## config.mk

```make
export PLATFORM = sky130hd
export DESIGN_NAME = inst_fetch_resp
export DESIGN_NICKNAME = d
export VERILOG_FILES = /design/src/rtl/inst_fetch_resp_pkg.sv /design/src/rtl/inst_fetch_resp.sv
export SDC_FILE = /design/constraint.sdc
export NUM_CORES = 1
export LEC_CHECK = 0
export ABC_CLOCK_PERIOD_IN_PS = 3000
export CAP_MARGIN = 0
export CORE_MARGIN = 3
export CORE_UTILIZATION = 39
export DETAILED_ROUTE_END_ITERATION = 10
export PLACE_DENSITY = 0.88
export SYNTH_ARGS = -nofsm -noshare
export SYNTH_HDL_FRONTEND = slang
export SYNTH_SLANG_ARGS = --single-unit
export TNS_END_PERCENT = 30
```

## constraint.sdc

```tcl
create_clock -name clk -period 3 [get_ports clk]
set_clock_uncertainty 0.1 [all_clocks]
set_input_delay 0.75 -clock clk [delete_from_list [all_inputs] [get_ports clk]]
set_output_delay 0.75 -clock clk [all_outputs]
set_load 0.05 [all_outputs]
```

## src/rtl/inst_fetch_resp_pkg.sv

```systemverilog
// Shared fetch-path configuration and types for the instruction fetch responder.
package inst_fetch_resp_pkg;

    localparam int          XLEN         = 32;
    localparam logic [31:0] BOOT_IT_ADDR = 32'h0000_0000;
    localparam int          IT_RAM_DEPTH = 4096;
    localparam logic        RST_ENABLE   = 1'b1;
    localparam logic        TURE         = 1'b1;
    localparam logic        WRITE_ENABLE = 1'b1;
    localparam logic [31:0] NOP_INST     = 32'h0000_0013;
    localparam int          IT_ADDR_W    = $clog2(IT_RAM_DEPTH / 4);

    typedef struct packed {
        logic [31:0] inst;
        logic        valid;
        logic        fault;
    } fetch_out_t;

endpackage

```

## src/rtl/inst_fetch_resp.sv

```systemverilog
// Fetch responder: drives the instruction RAM from the PC and presents the
// returned instruction to decode, tracking the PC register's stall/redirect rules.
module inst_fetch_resp
    import inst_fetch_resp_pkg::*;
#(
    parameter int               XLEN      = inst_fetch_resp_pkg::XLEN,
    parameter logic [XLEN-1:0]  BOOT_ADDR = inst_fetch_resp_pkg::BOOT_IT_ADDR,
    parameter int               IT_DEPTH  = inst_fetch_resp_pkg::IT_RAM_DEPTH,
    parameter logic [31:0]      NOP_INST  = inst_fetch_resp_pkg::NOP_INST
) (
    input  logic                          clk,
    input  logic                          rst,
    input  logic [XLEN-1:0]               pc_addr,
    input  logic                          pc_en,
    input  logic                          load_hazard,
    input  logic                          pc_write_flag,
    input  logic [XLEN-1:0]               pc_write_addr,
    output logic                          ram_en,
    output logic [$clog2(IT_DEPTH/4)-1:0] ram_addr,
    input  logic [31:0]                   ram_rdata,
    output logic [31:0]                   id_inst,
    output logic [XLEN-1:0]               id_pc,
    output logic                          id_valid,
    output logic                          id_fault
);

    localparam int         AW       = $clog2(IT_DEPTH / 4);
    localparam logic [1:0] ST_BOOT  = 2'd0;
    localparam logic [1:0] ST_RUN   = 2'd1;
    localparam logic [1:0] ST_STALL = 2'd2;
    // One bit wider than XLEN so the end-of-RAM bound cannot wrap.
    localparam logic [XLEN:0] LIMIT = {1'b0, BOOT_ADDR} + (XLEN+1)'(IT_DEPTH);

    logic [1:0]      state;
    logic [XLEN-1:0] pc_q;
    logic            en_q;
    logic            flush_q;
    logic            fault_q;
    fetch_out_t      hold;
    fetch_out_t      run_out;
    fetch_out_t      cur_out;
    logic            bad;
    logic            redir_ok;
    logic [XLEN-1:0] offset;

    always_comb begin
        bad      = (pc_addr[1:0] != 2'b00) || (pc_addr < BOOT_ADDR) ||
                   ({1'b0, pc_addr} >= LIMIT);
        redir_ok = pc_write_flag && !load_hazard && ({1'b0, pc_write_addr} < LIMIT);
        offset   = pc_addr - BOOT_ADDR;
    end

    assign ram_en   = pc_en && !load_hazard && !bad;
    assign ram_addr = AW'(offset >> 2);

    always_comb begin
        run_out.inst  = (flush_q || fault_q || !en_q) ? NOP_INST : ram_rdata;
        run_out.valid = en_q && !flush_q;
        run_out.fault = fault_q && !flush_q;
    end

    always_comb begin
        cur_out = '{inst: NOP_INST, valid: 1'b0, fault: 1'b0};
        case (state)
            ST_BOOT:  cur_out = '{inst: NOP_INST, valid: 1'b0, fault: 1'b0};
            ST_RUN:   cur_out = run_out;
            ST_STALL: cur_out = hold;
            default:  cur_out = '{inst: NOP_INST, valid: 1'b0, fault: 1'b0};
        endcase
    end

    assign id_inst  = cur_out.inst;
    assign id_valid = cur_out.valid;
    assign id_fault = cur_out.fault;
    assign id_pc    = pc_q;

    // A hazard freezes the fetch pipeline; hold is captured only on stall entry.
    always_ff @(posedge clk or posedge rst) begin
        if (rst) begin
            state   <= ST_BOOT;
            pc_q    <= BOOT_ADDR;
            en_q    <= 1'b0;
            flush_q <= 1'b0;
            fault_q <= 1'b0;
            hold    <= '{inst: NOP_INST, valid: 1'b0, fault: 1'b0};
        end else if (load_hazard) begin
            state <= ST_STALL;
            if (state != ST_STALL) begin
                hold <= cur_out;
            end else begin
                hold <= hold;
            end
        end else begin
            state   <= ST_RUN;
            pc_q    <= pc_addr;
            en_q    <= pc_en;
            fault_q <= bad && pc_en;
            flush_q <= redir_ok;
            hold    <= hold;
        end
    end

endmodule

```

* Word level (Yosys, flattened, before mapping)
Index checks and enable logic that the tools add are counted.
** Word-level totals
- Bits in registers :: 71
** Operators by class
- Mux-type cells :: 3
- Order comparisons :: 3
- Eq/ne operators :: 3
- Reductions and logical operators :: 17
** Operators with widths (number)
- $pmux W34 S2 :: 1
- $ge A32 B13 Y1 const B :: 1
- $lt A32 B1 Y1 const B :: 1
- $lt A32 B13 Y1 const B :: 1
- $mux W32 :: 1
- $logic_and A1 B1 Y1 :: 7
- $logic_not A1 Y1 :: 4
- $logic_or A1 B1 Y1 :: 4
- $eq A2 B1 Y1 const B :: 1
- $eq A2 B2 Y1 const B :: 1
- $mux W2 :: 1
- $ne A2 B2 Y1 const B :: 1
- $reduce_and A2 Y1 :: 1
- $reduce_bool A2 Y1 :: 1

* Longest topological paths before layout
- Depth in word-level cells :: 5
- Depth in mapped cells :: 8

* Worst setup path after synthesis
No wires, ideal clock.
- Path type :: input to output
- From :: input port load_hazard
- To :: output port ram_en
- Stages on the path :: 5
- Data required time :: 2150 ps
- Setup slack :: -112 ps
- Arrival :: 2262 ps
- Path through :: buf_2 buf_2 inv_1 nand2_1 nor3_1
** On the way
- Cells in the longest elaborated chain, start to end :: 3
** RTL lines
- start, declared :: RTL line inst_fetch_resp.sv:15 : input logic load_hazard,
- $logic_not A1 Y1 :: RTL line inst_fetch_resp.sv:53 : assign ram_en = pc_en && !load_hazard && !bad;
- $logic_and A1 B1 Y1 (2 in a row) :: RTL line inst_fetch_resp.sv:53
- end, declared :: RTL line inst_fetch_resp.sv:18 : output logic ram_en,
No other way between the ends.

* Worst setup path after layout
- From :: input port ram_rdata[1]
- To :: output port id_inst[1]
** On the way
- Cells in the longest elaborated chain, start to end :: 2
** RTL lines
- start, declared :: RTL line inst_fetch_resp.sv:20 : input logic [31:0] ram_rdata,
- $mux W32 :: RTL line inst_fetch_resp.sv:57 : run_out.inst = (flush_q || fault_q || !en_q) ? NOP_INST : ram_rdata;
- $pmux W34 S2 :: RTL line inst_fetch_resp.sv:64 : case (state)
- end, declared :: RTL line inst_fetch_resp.sv:21 : output logic [31:0] id_inst,
No other way between the ends.

==> results.md <==
- Total track usage: 20.47%
- Cell Count, Final, Fillers Out: 538
- Layout cell share with drive strength beyond 1: 27.06%
- Pre-CTS setup slack: -0.07810 ns
- CTS Buffer Depth: 2
- F_max: 337.3 MHz
- Max-slew headroom: 64.12%
- TritonCTS Buffers: 9
- Root Buffer Master: clkbuf_8
- Post-synthesis cell area: 0.003314 mm2
- Psw: 770.9 uW
- CP required: 2.15 ns
- Worst-Skew Late Latency: 0.33 ns
- Vias per inst: 5.379
- Internal reg-to-reg setup slack: 0.88 ns
- Area Growth Syn to Fin: 67.76%
- Slowest CP cell: or4b_1
- Peak VDD IR: 0.3525 mV
- Syn Nets: 382
- Sequential Area: 0.001780 mm2
- RSZ-0062 raised after global routing: true
- P per Cell Area: 446.0 mW/mm2
- CTS clk-pin slew, worst paths: 0.06 ns
- First-pass iteration count of the detailed router: 4
- Area of the core: 0.007968 mm2
- Global route overflow: 0
- Setup crit start kind: input port
- Final Hold Viols: 0
- Routed via count: 2894
- Setup TNS: 0 ns
- Fillers: 535
- DRC: 0
- Antenna Cells: 0
- Fin nets: 534
- Worst Max-Slew Pin Slew: 0.5366 ns
- Final cycle utilization of the critical path: 98.82%
- Starting Density: 41.60%
- IO Pins: 178
- LEAKAGE: 2.332 nW
- Post-synth top area cell: dfrtp_1
- Mean Syn Cell Area: 11.88 um2
- Die H: 98.19 um
- Post-CTS Setup Bufs: 0
- Origin of the critical flop-to-flop path: state[0]$_DFF_PP0_
- Status: finished, final reports clean
- First-pass GRT wire length: 15.91 mm
- CP top delay family: simple AND/OR/NAND/NOR gates
- CTS HTree Levels: 3
- Synth Warn #: 0
- RR Endpoint: hold[20]$_DFFE_PP0P_
- GP Congestion: 0.7392
- Largest net degree at the start of global routing: 40
- Synth top area share: 51.34%
- Critical hold path startpoint: hold[2]$_DFFE_PP1P_
- Synth Register Bits: 71
- Initial antenna violation count: 0
- Post-CTS Hold Buffers: 0
- Vias in the first global route: 3116
- DIE AREA: 0.009640 mm2
- Post-synthesis cell type count: 30
- Worst path bufs/invs: 2
- Placement row count: 32
- # placed instances: 522
- Clock share of power: 29.1%
- Hold Path Depth: 2
- Max-cap viol count: 0
- CP arrival: 2.11 ns
- Setup ws final: 0.03532 ns
- Worst hold path class: reg2reg
- Post-route ant nets: 0
- Clk sinks: 71
- CP cell instances: clkdlybuf4s50_1, or4b_1, a21oi_2, nand2_1, buf_6
- Internal power: 1.709 mW
- Min Tclk post-route: 2.965 ns
- Post-Synthesis Cells: 279
- Number of setup violations in the final report: 0
- Sw Ratio: 31.08%
- Detailed Route WL: 9.949 mm
- Logic pwr share: 28.2%
- Max stage delay on crit path: 0.55 ns
- Setup CP Type: in2out
- Ranking of synthesized cells by area: dfrtp_1 (51%), mux2_2 (12%), a22o_1 (7.7%)
- Area of the multi-input gates: 0.001349 mm2
- DP Wirelength: 7.288 mm
- R2R cell count: 6
- CP Max Fanout: 2
- Crit end category: primary output
- Seq/Total Area, Yosys: 53.72%
- 1st-iter DRT viols: 103
- Sequential Power Share: 42.7%
- WHS Endpoint: hold[2]$_DFFE_PP1P_
- Per-cell routed wire length: 18.49 um
- TritonCTS clock tree: built
- Input/output buffers: 165
- Fin. max-slew vios: 0
- Chip Width: 98.19 um
-- per-stage QoR --
stage	hold slack (ns)	utilization, %	instance area (um2)	total power, mW
finish	0.3656	69.79	5560	2.480
global route	0.3865	69.79	5560	2.593
CTS	0.3677	69.22	5515	2.500
detailed placement	0.3575	66.68	5313	1.767
global placement	0.3516	66.68	5313	1.749
floorplan	0.3454	-	3319	1.450
-- worst min-delay path: cells and delay by family, from the launching register on --
| kind | cells | cell delay [ns] |
|---|---|---|
| compound gates | 1 | 0.05 |
| flops | 1 | 0.37 |
| simple gates | 1 | 0.04 |
-- logic make-up after synthesis --
kind of cell | Yosys count | synth area share [%]
flops | 71 | 53.72
mux | 35 | 11.89
buf+inv | 36 | 6.984
simple gates | 67 | 10.68
compound gates | 68 | 15.97
fa+ha+maj | 2 | 0.7549
-- cells in the mapped netlist --
| cell type | count |
|---|---|
| nand4_1 | 2 |
| a21oi_1 | 5 |
| ha_1 | 2 |
| a22o_1 | 29 |
| or4b_1 | 3 |
| nor4b_1 | 1 |
| o41ai_1 | 1 |
| a22oi_1 | 29 |
| buf_2 | 10 |
| dfstp_2 | 3 |
| buf_6 | 3 |
| nor2_1 | 30 |
| and4bb_1 | 1 |
| nand3b_4 | 1 |
| dfrtp_1 | 68 |
| nand2_1 | 16 |
| mux2_2 | 35 |
| buf_4 | 12 |
| clkbuf_1 | 5 |
| nor3_1 | 1 |
| nor4_4 | 1 |
| nor4_1 | 8 |
| nand3b_1 | 1 |
| nand2b_1 | 1 |
| buf_1 | 1 |
| o21ai_1 | 3 |
| buf_12 | 1 |
| or4_1 | 1 |
| o31a_1 | 1 |
| inv_1 | 4 |
-- area by class of cell --
| class | instances | area share (%) |
|---|---|---|
| inverters | 4 | 0.2700 |
| well taps | 102 | 2.295 |
| clock inverters | 3 | 0.7876 |
| clock buffers | 13 | 2.498 |
| repair buffers | 173 | 37.87 |
| flip-flops and latches | 71 | 32.02 |
| multi-input cells | 172 | 24.26 |
-- layout by cell type (no fill, tap or decap), drive strengths merged --
master	Yosys	layout
a22oi	29	29
dfrtp	68	68
dlymetal6s2s	0	3
clkinv	0	2
a21oi	5	5
inv	4	4
nor2	30	30
o41ai	1	1
bufinv	0	1
clkbuf	5	14
nor4b	1	1
clkdlybuf4s50	0	116
or4b	3	3
nand4	2	2
a22o	29	29
o31a	1	1
o21ai	3	3
nor3	1	1
nand2b	1	1
and4bb	1	1
dfstp	3	3
nor4	9	9
buf	27	53
mux2	35	35
nand2	16	16
or4	1	1
ha	2	2
nand3b	2	2
-- state kept, by name, indices dropped and copies added, names as in the netlist --
register  count
hold         34
state         2
en_q          1
id_pc        32
fault_q       1
flush_q       1
-- timing repair --
item,4_1_cts,5_1_grt
resized for setup,4,13
pin swaps,0,5
hold endpoints to repair,0,0
setup endpoints to repair,3,33
-- worst max-delay path by stage --
| stage | from | to | slack [ns] | cells after the start |
|---|---|---|---|---|
| floorplan | state[1]$_DFF_PP0_ | id_inst[10] | 0.27 | 7 |
| global placement | pc_addr[20] | ram_en | -0.04 | 5 |
| detailed placement | pc_addr[23] | ram_en | -0.08 | 5 |
| CTS | pc_addr[23] | ram_en | -0.01 | 5 |
| global route | pc_addr[16] | ram_en | -0.02 | 5 |
| finish | ram_rdata[1] | id_inst[1] | 0.04 | 5 |
-- per-layer routing --
metal | GRT usage [%] | part of all wire (%)
met1 | 23.91 | 37
met2 | 34.35 | 50
met3 | 9.286 | 11
met4 | 5.357 | 1.4
met5 | 0 | 0
-- power by group through the flow --
| stage | logic (mW) | registers, mW | clock network (mW) |
|---|---|---|---|
| after floorplan | 0.225 | 1.22 | 0 |
| after global placement | 0.679 | 1.07 | 0 |
| after detailed placement | 0.691 | 1.08 | 0 |
| after CTS | 0.698 | 1.06 | 0.744 |
| after global routing | 0.735 | 1.07 | 0.793 |
| final | 0.700 | 1.06 | 0.722 |
Note: power is estimated with default switching activity, not from simulation.
==> edit (same flow settings) <==
Put a register stage on the output `id_inst`, without a reset. The value now appears one clock later. The other outputs are not delayed to match.
--- a/src/rtl/inst_fetch_resp.sv
+++ b/src/rtl/inst_fetch_resp.sv
@@ -69,7 +69,9 @@
         endcase
     end
 
-    assign id_inst  = cur_out.inst;
+    always_ff @(posedge clk) begin
+        id_inst <= cur_out.inst;
+    end
     assign id_valid = cur_out.valid;
     assign id_fault = cur_out.fault;
     assign id_pc    = pc_q;
Behaviour: not the same (a bounded check fails within 4 cycles, from zero or initial values and one cycle with rst high).
==> edit against the unedited design <==
  * Routed wire length rose by 1.1%
  * Critical path depth up 1
  * Total power increased by 21%
  * Sequential power grew 42%
  * Setup slack better by 0.041 ns
  * Synthesized area increased by 19%
  * Sequential cell count grew 32
  * Design area grew 6.4%
  * Worst hold slack better by 0.019 ns
==> edit: results <==
[clocking]
htree_levels = 3
clk_latency_ns = 0.36
clk_pin_slew_ns = 0.10
cts-root-buf = "clkbuf_8"
cts_buffers = 9
clk_path_buf_depth = 2
post-cts-setup-buffers = 0

[synth]
synth_async_sr_flop_share = 0.689
ys.flop_type = "dfrtp_1"
yosysWarningCount = 0
synth_seq_area_share = 0.615
syn-num-nets = 414
ys_top_cells_by_area = "dfrtp_1 43%, dfxtp_1 16%, mux2_2 10%"
synth_commonest_cells = "68 x dfrtp_1, 35 x mux2_2, 32 x dfxtp_1, 30 x nor2_1"
synth_cell_type_count = 29

[routing]
drtPass1Iterations = 4
via_per_inst = 5.09
wl_per_cell_um = 16.6
drtIter0Drc = 99

[timing]
slew-limit-headroom = 0.652

[pwr]
power_leakage_uw = 0.00250
peakVddDrop_v = 0.000295
switching_share = 0.308

[final_layout]
regMostFlops = "hold"
drive_above_1_share = 0.187
antennaDiodeCount = 0
largest_register_ffs = 34
nNetsFinal = 569

[grt]
grt_pass1_wl_mm = 16.7
grt_pass1_vias = 3310
antenna_found_initial = 0
grt_util_all_layers = 0.184
grt_start_max_net_pins = 39

[critical_path]
crit_fanout = 2
arrival_ns = 2.07
cpPeakStageDelay_ns = 0.28
critPathSlowestCell = "nor3_2"
critPathTopFamily = "simple AND/OR/NAND/NOR gates"

[place]
dpl.hpwl_mm = 7.26
place_congestion = 0.747
numPortBuffers = 165

[run_status]
status = "completed"

[hold_path]
hp-class = "reg2reg"
==> edit: changes by cell type after synthesis, sizes merged <==
cell	change
and4bb	-1
nor4bb	+1
dfxtp	+32
==> edit: timing repair <==
action | CTS | global route
pin swaps | 3 | 6
resized for setup | 5 | 13
setup endpoints to repair | 1 | 1
hold buffers | 0 | 0
==> edit: layout make-up <==
class	count	area (um^2)
multi-input combinational	172	1340
inverter	4	15.0
fill	770	3860
tap	133	166
clock buffer	10	138
sequential	103	2420
timing repair buffer	176	1770
clock inverter	6	62.6
==> edit: power groups by stage <==
stage               logic [uW]  clock network (uW)  registers (uW)
finish                     661                 849            1500
global route               698                 933            1510
CTS                        668                 883            1500
detailed placement         666                   0            1520
global placement           657                   0            1520
floorplan                  184                   0            1710
==> edit: worst paths after layout <==
kind | from | to | slack, ns | cells past startpoint
max | pc_addr[26] | ram_en | 0.08 | 6
min reg2reg | hold[3] | hold[3] | 0.38 | 2
max in group asynchronous | rst | hold[6] | 1.68 | 3
max reg2reg | state[0] | hold[1] | 0.96 | 5
min | hold[3] | hold[3] | 0.38 | 2
min in group asynchronous | rst | id_pc[28] | 0.70 | 3
==> edit: layer usage <==
| layer | share of wire | routed length [um] | global-route usage | vias to the layer above |
|---|---|---|---|---|
| met4 | 0.014 | 140 | 0.0502 | 0 |
| met3 | 0.085 | 855 | 0.0631 | 15 |
| met2 | 0.50 | 5030 | 0.319 | 139 |
| met5 | 0 | 0 | 0 | - |
| met1 | 0.40 | 4030 | 0.217 | 1500 |
| li1 | - | - | - | 1420 |
==> edit: worst register-to-register path, delay by kind of cell, from the launching register on <==
family	cells	cell delay [ns]
flip-flops	1	0.39
buffers and inverters	2	0.41
adder cells (fa/ha/maj)	1	0.38
multiplexers	1	0.38
AND/OR/NAND/NOR	1	0.28
==> edit: kinds of logic (layout without fill, tap and decap cells) <==
group                    count (synthesis)  after routing  synth area share
AND/OR/NAND/NOR                         67             67            0.0896
multiplexers                            35             35             0.100
flip-flops                             103            103             0.615
AO/OA/AOI/OAI                           68             68             0.134
buffers and inverters                   36            196            0.0550
adder cells (fa/ha/maj)                  2              2           0.00635
==> edit: stage by stage <==
stage          utilization  setup WS (ns)  instances  area (um^2)
3_3_place_gp         0.579         -0.119        588         5660
2_1_floorplan            -          0.314        311         3940
5_1_grt              0.605        0.00161        604         5920
3_5_place_dp         0.579         -0.155        588         5660
4_1_cts              0.601         0.0294        604         5870
6_report             0.605         0.0767        604         5920
